File: src/rtl/parity_pkg.sv
// Shared types and round-robin helper for the parity scheduler.
// Struct fields are sized for the largest supported configuration.
package parity_pkg;

  localparam int MAX_REQ    = 8;
  localparam int MAX_ID_W   = 3;
  localparam int MAX_DATA_W = 64;

  typedef struct packed {
    logic [MAX_DATA_W-1:0] data;
    logic [MAX_ID_W-1:0]   id;
    logic                  exp_odd;
  } s1_t;

  typedef struct packed {
    logic [MAX_ID_W-1:0] id;
    logic                even;
    logic                odd;
    logic                mismatch;
  } rsp_t;

  function automatic logic [MAX_REQ-1:0] rr_pick(
    input logic [MAX_REQ-1:0]  valid,
    input logic [MAX_ID_W-1:0] ptr,
    input int                  n
  );
    logic [MAX_REQ-1:0]  g;
    logic [MAX_ID_W-1:0] idx;
    logic                found;
    g     = '0;
    found = 1'b0;
    for (int k = 0; k < MAX_REQ; k++) begin
      idx = MAX_ID_W'((int'(ptr) + k) % n);
      if (k < n && !found && valid[idx]) begin
        g[idx] = 1'b1;
        found  = 1'b1;
      end
    end
    return g;
  endfunction

endpackage

File: src/rtl/parity_unit.sv
// Combinational parity of one word.
// Shared by several blocks; keep it free of state.
module parity_unit #(
  parameter int DATA_W = 32
) (
  input  logic [DATA_W-1:0] word,
  output logic              odd,
  output logic              even
);

  assign odd  = ^word;
  assign even = ~odd;

endmodule

File: src/rtl/parity_sched.sv
// Round-robin shared two-stage parity engine with
// expected-parity check and saturating mismatch counter.
module parity_sched
  import parity_pkg::*;
#(
  parameter int NUM_REQ = 4,
  parameter int DATA_W  = 32,
  parameter int ERR_W   = 8
) (
  input  logic                       clock,
  input  logic                       reset,
  input  logic [NUM_REQ-1:0]         req_valid,
  input  logic [NUM_REQ*DATA_W-1:0]  req_data,
  input  logic [NUM_REQ-1:0]         req_exp_odd,
  output logic [NUM_REQ-1:0]         req_ready,
  output logic                       rsp_valid,
  input  logic                       rsp_ready,
  output logic [$clog2(NUM_REQ)-1:0] rsp_id,
  output logic                       rsp_even,
  output logic                       rsp_odd,
  output logic                       rsp_mismatch,
  output logic [ERR_W-1:0]           err_count
);

  localparam int ID_W = $clog2(NUM_REQ);

  logic               adv1;
  logic               adv2;
  logic               take;
  logic               s1_valid;
  logic               s2_valid;
  logic [MAX_REQ-1:0] pick;
  logic [ID_W-1:0]    ptr;
  s1_t                s1_d;
  s1_t                s1_q;
  rsp_t               rsp_q;
  logic               odd;
  logic               even;

  parity_unit #(
    .DATA_W (MAX_DATA_W)
  ) u_parity (
    .word (s1_q.data),
    .odd  (odd),
    .even (even)
  );

  always_comb begin
    adv2 = !s2_valid || rsp_ready;
    adv1 = !s1_valid || adv2;
    pick = rr_pick(MAX_REQ'(req_valid), MAX_ID_W'(ptr), NUM_REQ);
    req_ready = '0;
    if (adv1 && !reset)
      req_ready = pick[NUM_REQ-1:0];
    take = |req_ready;
    s1_d = '0;
    for (int i = 0; i < NUM_REQ; i++) begin
      if (pick[i]) begin
        s1_d.data    = MAX_DATA_W'(req_data[i*DATA_W +: DATA_W]);
        s1_d.id      = MAX_ID_W'(i);
        s1_d.exp_odd = req_exp_odd[i];
      end
    end
  end

  always_ff @(posedge clock) begin
    if (reset) begin
      s1_valid  <= 1'b0;
      s2_valid  <= 1'b0;
      ptr       <= '0;
      s1_q      <= '0;
      rsp_q     <= '0;
      err_count <= '0;
    end else begin
      if (adv1) begin
        s1_valid <= take;
        if (take)
          s1_q <= s1_d;
      end
      if (take)
        ptr <= ID_W'((int'(s1_d.id) + 1) % NUM_REQ);
      if (adv2) begin
        s2_valid <= s1_valid;
        if (s1_valid) begin
          rsp_q.id       <= s1_q.id;
          rsp_q.even     <= even;
          rsp_q.odd      <= odd;
          rsp_q.mismatch <= odd ^ s1_q.exp_odd;
        end
      end
      if (s2_valid && rsp_ready && rsp_q.mismatch && err_count != '1)
        err_count <= err_count + 1'b1;
    end
  end

  assign rsp_valid    = s2_valid;
  assign rsp_id       = rsp_q.id[ID_W-1:0];
  assign rsp_even     = rsp_q.even;
  assign rsp_odd      = rsp_q.odd;
  assign rsp_mismatch = rsp_q.mismatch;

  // high grant/id bits are structurally zero for small NUM_REQ
  logic unused_bits;
  assign unused_bits = ^{pick, rsp_q.id};

endmodule

File: config.mk
export PLATFORM = sky130hd
export DESIGN_NAME = parity_sched
export DESIGN_NICKNAME = d
export VERILOG_FILES = /design/src/rtl/parity_pkg.sv /design/src/rtl/parity_unit.sv /design/src/rtl/parity_sched.sv
export SDC_FILE = /design/constraint.sdc
export NUM_CORES = 1
export LEC_CHECK = 0
export ABC_CLOCK_PERIOD_IN_PS = 3260
export BUFFER_PORTS_ARGS = -buffer_cell sky130_fd_sc_hd__buf_2
export CAP_MARGIN = 40
export CORE_ASPECT_RATIO = 1.1
export CORE_MARGIN = 1.5
export CORE_UTILIZATION = 24
export CTS_BUF_LIST = sky130_fd_sc_hd__clkbuf_16
export DETAILED_ROUTE_END_ITERATION = 8
export SLEW_MARGIN = 20
export SYNTH_ARGS = -nofsm -noshare
export SYNTH_HDL_FRONTEND = slang
export SYNTH_SLANG_ARGS = --single-unit
File: constraint.sdc
create_clock -name clock -period 3.26 [get_ports clock]
set_input_delay 0.163 -clock clock [delete_from_list [all_inputs] [get_ports clock]]
set_output_delay 0.163 -clock clock [all_outputs]
set_load 0.02 [all_outputs]
==> summary.txt <==
Status
  • Outcome: complete, no violations

GRT
  • GRT Overall Usage: a little over an eighth
  • Grt met2 use: 24.7%
  • Initial antenna violation count: 0
  • Met3 GRT Util: 2.78%
  • Number of global-route vias before repair: 3405
  • GRT busiest layer: met2
  • GR Layer Usage met1: 15.7%
  • First-pass GRT wire length: around 17000 um
  • Grt ovf: 0
  • Largest net degree at the start of global routing: 55

Setup path
  • FF-to-FF setup slack: 0.23 ns
  • Crit-path slowest cell: mux4_2
  • CP cell instances: inv_1 -> ha_1 -> mux4_2 -> buf_4 -> nor3b_2 -> buf_4 -> a221oi_1 -> buf_4 -> nor3b_4 -> buf_12 -> a221oi_1 -> o41ai_2
  • CP max FO: 33
  • Worst reg2reg path startpoint: ptr[0]
  • R2r endpoint: s1_q[32]
  • Most used cell, CP: buf_4
  • Critical path required time: 3.45 ns
  • Reg2reg path depth: 12
  • CP arrival: 3.23 ns
  • Largest stage delay on the critical path: 0.39 ns
  • CP Launch Type: flip-flop
  • Setup CP Type: flip-flop to flip-flop
  • Setup crit end kind: flip-flop

Synth
  • Area of the mapped netlist: 3580 sq um
  • Number of synthesized register bits: 52
  • Mapped Nets: 528
  • Synth area leader: dfxtp_1
  • Gate Count Post-Synth: 382
  • Top cells by area, synth: dfxtp_1 (29%), a221oi_2 (13%), a21o_1 (7.1%)
  • Synth warn: 0
  • Syn_area_per_cell: roughly 9.4 sq um
  • Count of different cell masters after synthesis: 41
  • Top-area cell type share of the netlist area: 29.1%
  • Seq/Total Area, Yosys: slightly below 30%

Cells and area
  • Reg area: 1040 sq um
  • FILL cells: around 1500
  • Layout area overhead: 35.9%
  • Share of cells above drive strength 1: 43.0%
  • Commonest non-fill, non-tap cell in the layout: buf_2
  • Commonest non-fill, non-tap cells in the layout: buf_2 (156), dfxtp_1 (52), nor2_1 (46)
  • Area of the multi-input gates: 2370 sq um
  • Nets: 682

Hold path
  • Worst Min Path Start: req_data[96]
  • Worst hold path type: input port to flip-flop
  • Endpoint of the worst hold path: s1_q[4]
  • Hold path cells: 3

Clocking
  • TritonCTS buffer count: 5
  • Root buf cell: clkbuf_16
  • Worst-path clk slew: 0.07 ns
  • TritonCTS clock tree: yes
  • Hold_buf cts: 0
  • Post-CTS Setup Repair Bufs: 0
  • Worst-Skew Late Latency: 0.29 ns
  • Maximum clock path buffer count: 2
  • H-tree Lvls: 2
  • Sink Count: 52

Placement
  • Port buffer count: 156
  • Dpl ws: about 0.17 ns
  • Routability Congestion: 0.807
  • Detail Placement HPWL: 8040 um

Power and ir drop
  • P per Cell Area: 889 nW/um^2
  • VDD IR max: roughly 340 uV
  • P_leak: ~2.2 nW

Die
  • Die width: 119 um
  • Die Y: between 100 and 150 um
  • Die ar.: 15600 sq um
  • IO Pins: 157
  • Initial Util: 24.7%
  • CORE AREA: 14500 sq um
  • Row count: 46

Timing
  • Setup WS post-layout: 0.225 ns
  • RSZ-0062 raised after global routing: false
  • Worst clock skew: 0.00424 ns
  • Hold Vio Cnt, Final: 0
  • Tcrit/Tclk final: around 93%
  • Tmin final: 3.03 ns
  • Final TNS setup: 0 ns
  • Fmax: 330 MHz
  • Final setup fails: 0
  • Relative slew margins: 59.2%
  • Worst-margin pin slew: 0.611 ns
  • Slew Viols, Final: 0

Drt
  • WL per Instance: 14.5 um
  • First drt pass iteration count: 6
  • Starting DRT DRC Count: 143
  • DRT antenna net count: 0
  • Total Wirelength: 10600 um
  • Via/cell ratio: 4.82
  • Post-route DRC: 0
  • Via count: 3521

Run
  • Maxcap violations: 0
==> Yosys cell counts (all sizes together) <==
| library cell | n |
|---|---|
| a211o | 2 |
| a211oi | 2 |
| a21o | 34 |
| a21oi | 10 |
| a221o | 1 |
| a221oi | 36 |
| a41o | 1 |
| and2 | 2 |
| and3 | 1 |
| buf | 17 |
| clkbuf | 15 |
| dfxtp | 52 |
| ha | 7 |
| inv | 3 |
| mux2i | 1 |
| mux4 | 4 |
| nand2 | 21 |
| nand2b | 2 |
| nand3 | 1 |
| nand3b | 34 |
| nand4 | 3 |
| nor2 | 47 |
| nor2b | 2 |
| nor3b | 2 |
| nor4b | 1 |
| o2111a | 1 |
| o21ai | 6 |
| o31ai | 33 |
| o41ai | 1 |
| or3 | 3 |
| xnor2 | 28 |
| xor2 | 9 |
==> state kept, by name, indices dropped and copies added, names as in the netlist, 2 cells and up <==
signal / count
err_count: 8
ptr: 2
rsp_id: 2
s1_q: 35
==> report_power, final <==
part | internal [W] | total (W) | switching (W)
logic | 0.00134 | 0.00283 | 0.00148
registers | 0.000801 | 0.000899 | 0.0000986
clock network | 0.000361 | 0.000595 | 0.000234
total | 0.00250 | 0.00432 | 0.00182
==> what timing repair did <==
action,CTS,global route
gates resized for setup,0,1
endpoints found under the setup margin,0,1
endpoints found under the hold margin,0,0
==> critical path: cells and delay by family, from the launching register on <==
kind / cells / cell delay, ns
AND/OR/NAND/NOR: 2 / 0.48
multiplexers: 1 / 0.39
AO/OA/AOI/OAI: 3 / 0.50
buffers and inverters: 5 / 0.89
adder cells (fa/ha/maj): 1 / 0.32
flip-flops: 1 / 0.35
==> kinds of logic after synthesis <==
family	Yosys count	share of synthesized area [%]
AO/OA/AOI/OAI	127	33.1
adder cells (fa/ha/maj)	7	2.45
multiplexers	5	2.80
flip-flops	52	29.1
AND/OR/NAND/NOR	119	18.4
buffers and inverters	35	5.07
XOR/XNOR	37	9.06
==> through the flow <==
| stage | cell area, sq um | hold WS, ns | total power, W | cells | util (%) |
|---|---|---|---|---|---|
| floorplan | 3580 | 0.357 | 0.00305 | 382 | - |
| global placement | 4660 | 0.446 | 0.00370 | 720 | 32.1 |
| detailed placement | 4690 | 0.453 | 0.00379 | 721 | 32.3 |
| CTS | 4850 | 0.156 | 0.00441 | 729 | 33.5 |
| global route | 4860 | 0.173 | 0.00470 | 729 | 33.5 |
| finish | 4860 | 0.169 | 0.00432 | 730 | 33.5 |
==> layout make-up <==
type                    count  area share, %
diodes                      1         0.0515
repair buffers            179           21.1
flip-flops and latches     52           21.4
well taps                 192           4.94
clock buffers               5           2.57
inverters                   3          0.232
clock inverters             3          0.875
multi-input cells         295           48.8
==> per-layer routing <==
layer,vias to the layer above,wire [um]
met1,1642,4480
met2,124,5370
met5,-,0
met3,12,577
li1,1743,-
met4,0,130
==> worst max path at each step <==
stage                start        to  cells past startpoint  slack, ns
floorplan           ptr[0]   s1_q[1]                     10       0.41
global placement    ptr[0]  s1_q[27]                     10       0.06
detailed placement  ptr[0]  s1_q[32]                     11       0.17
CTS                 ptr[0]  s1_q[32]                     11       0.16
global route        ptr[0]  s1_q[32]                     11       0.05
finish              ptr[0]  s1_q[32]                     12       0.23
No activity file was read; power rests on OpenSTA's default activity.
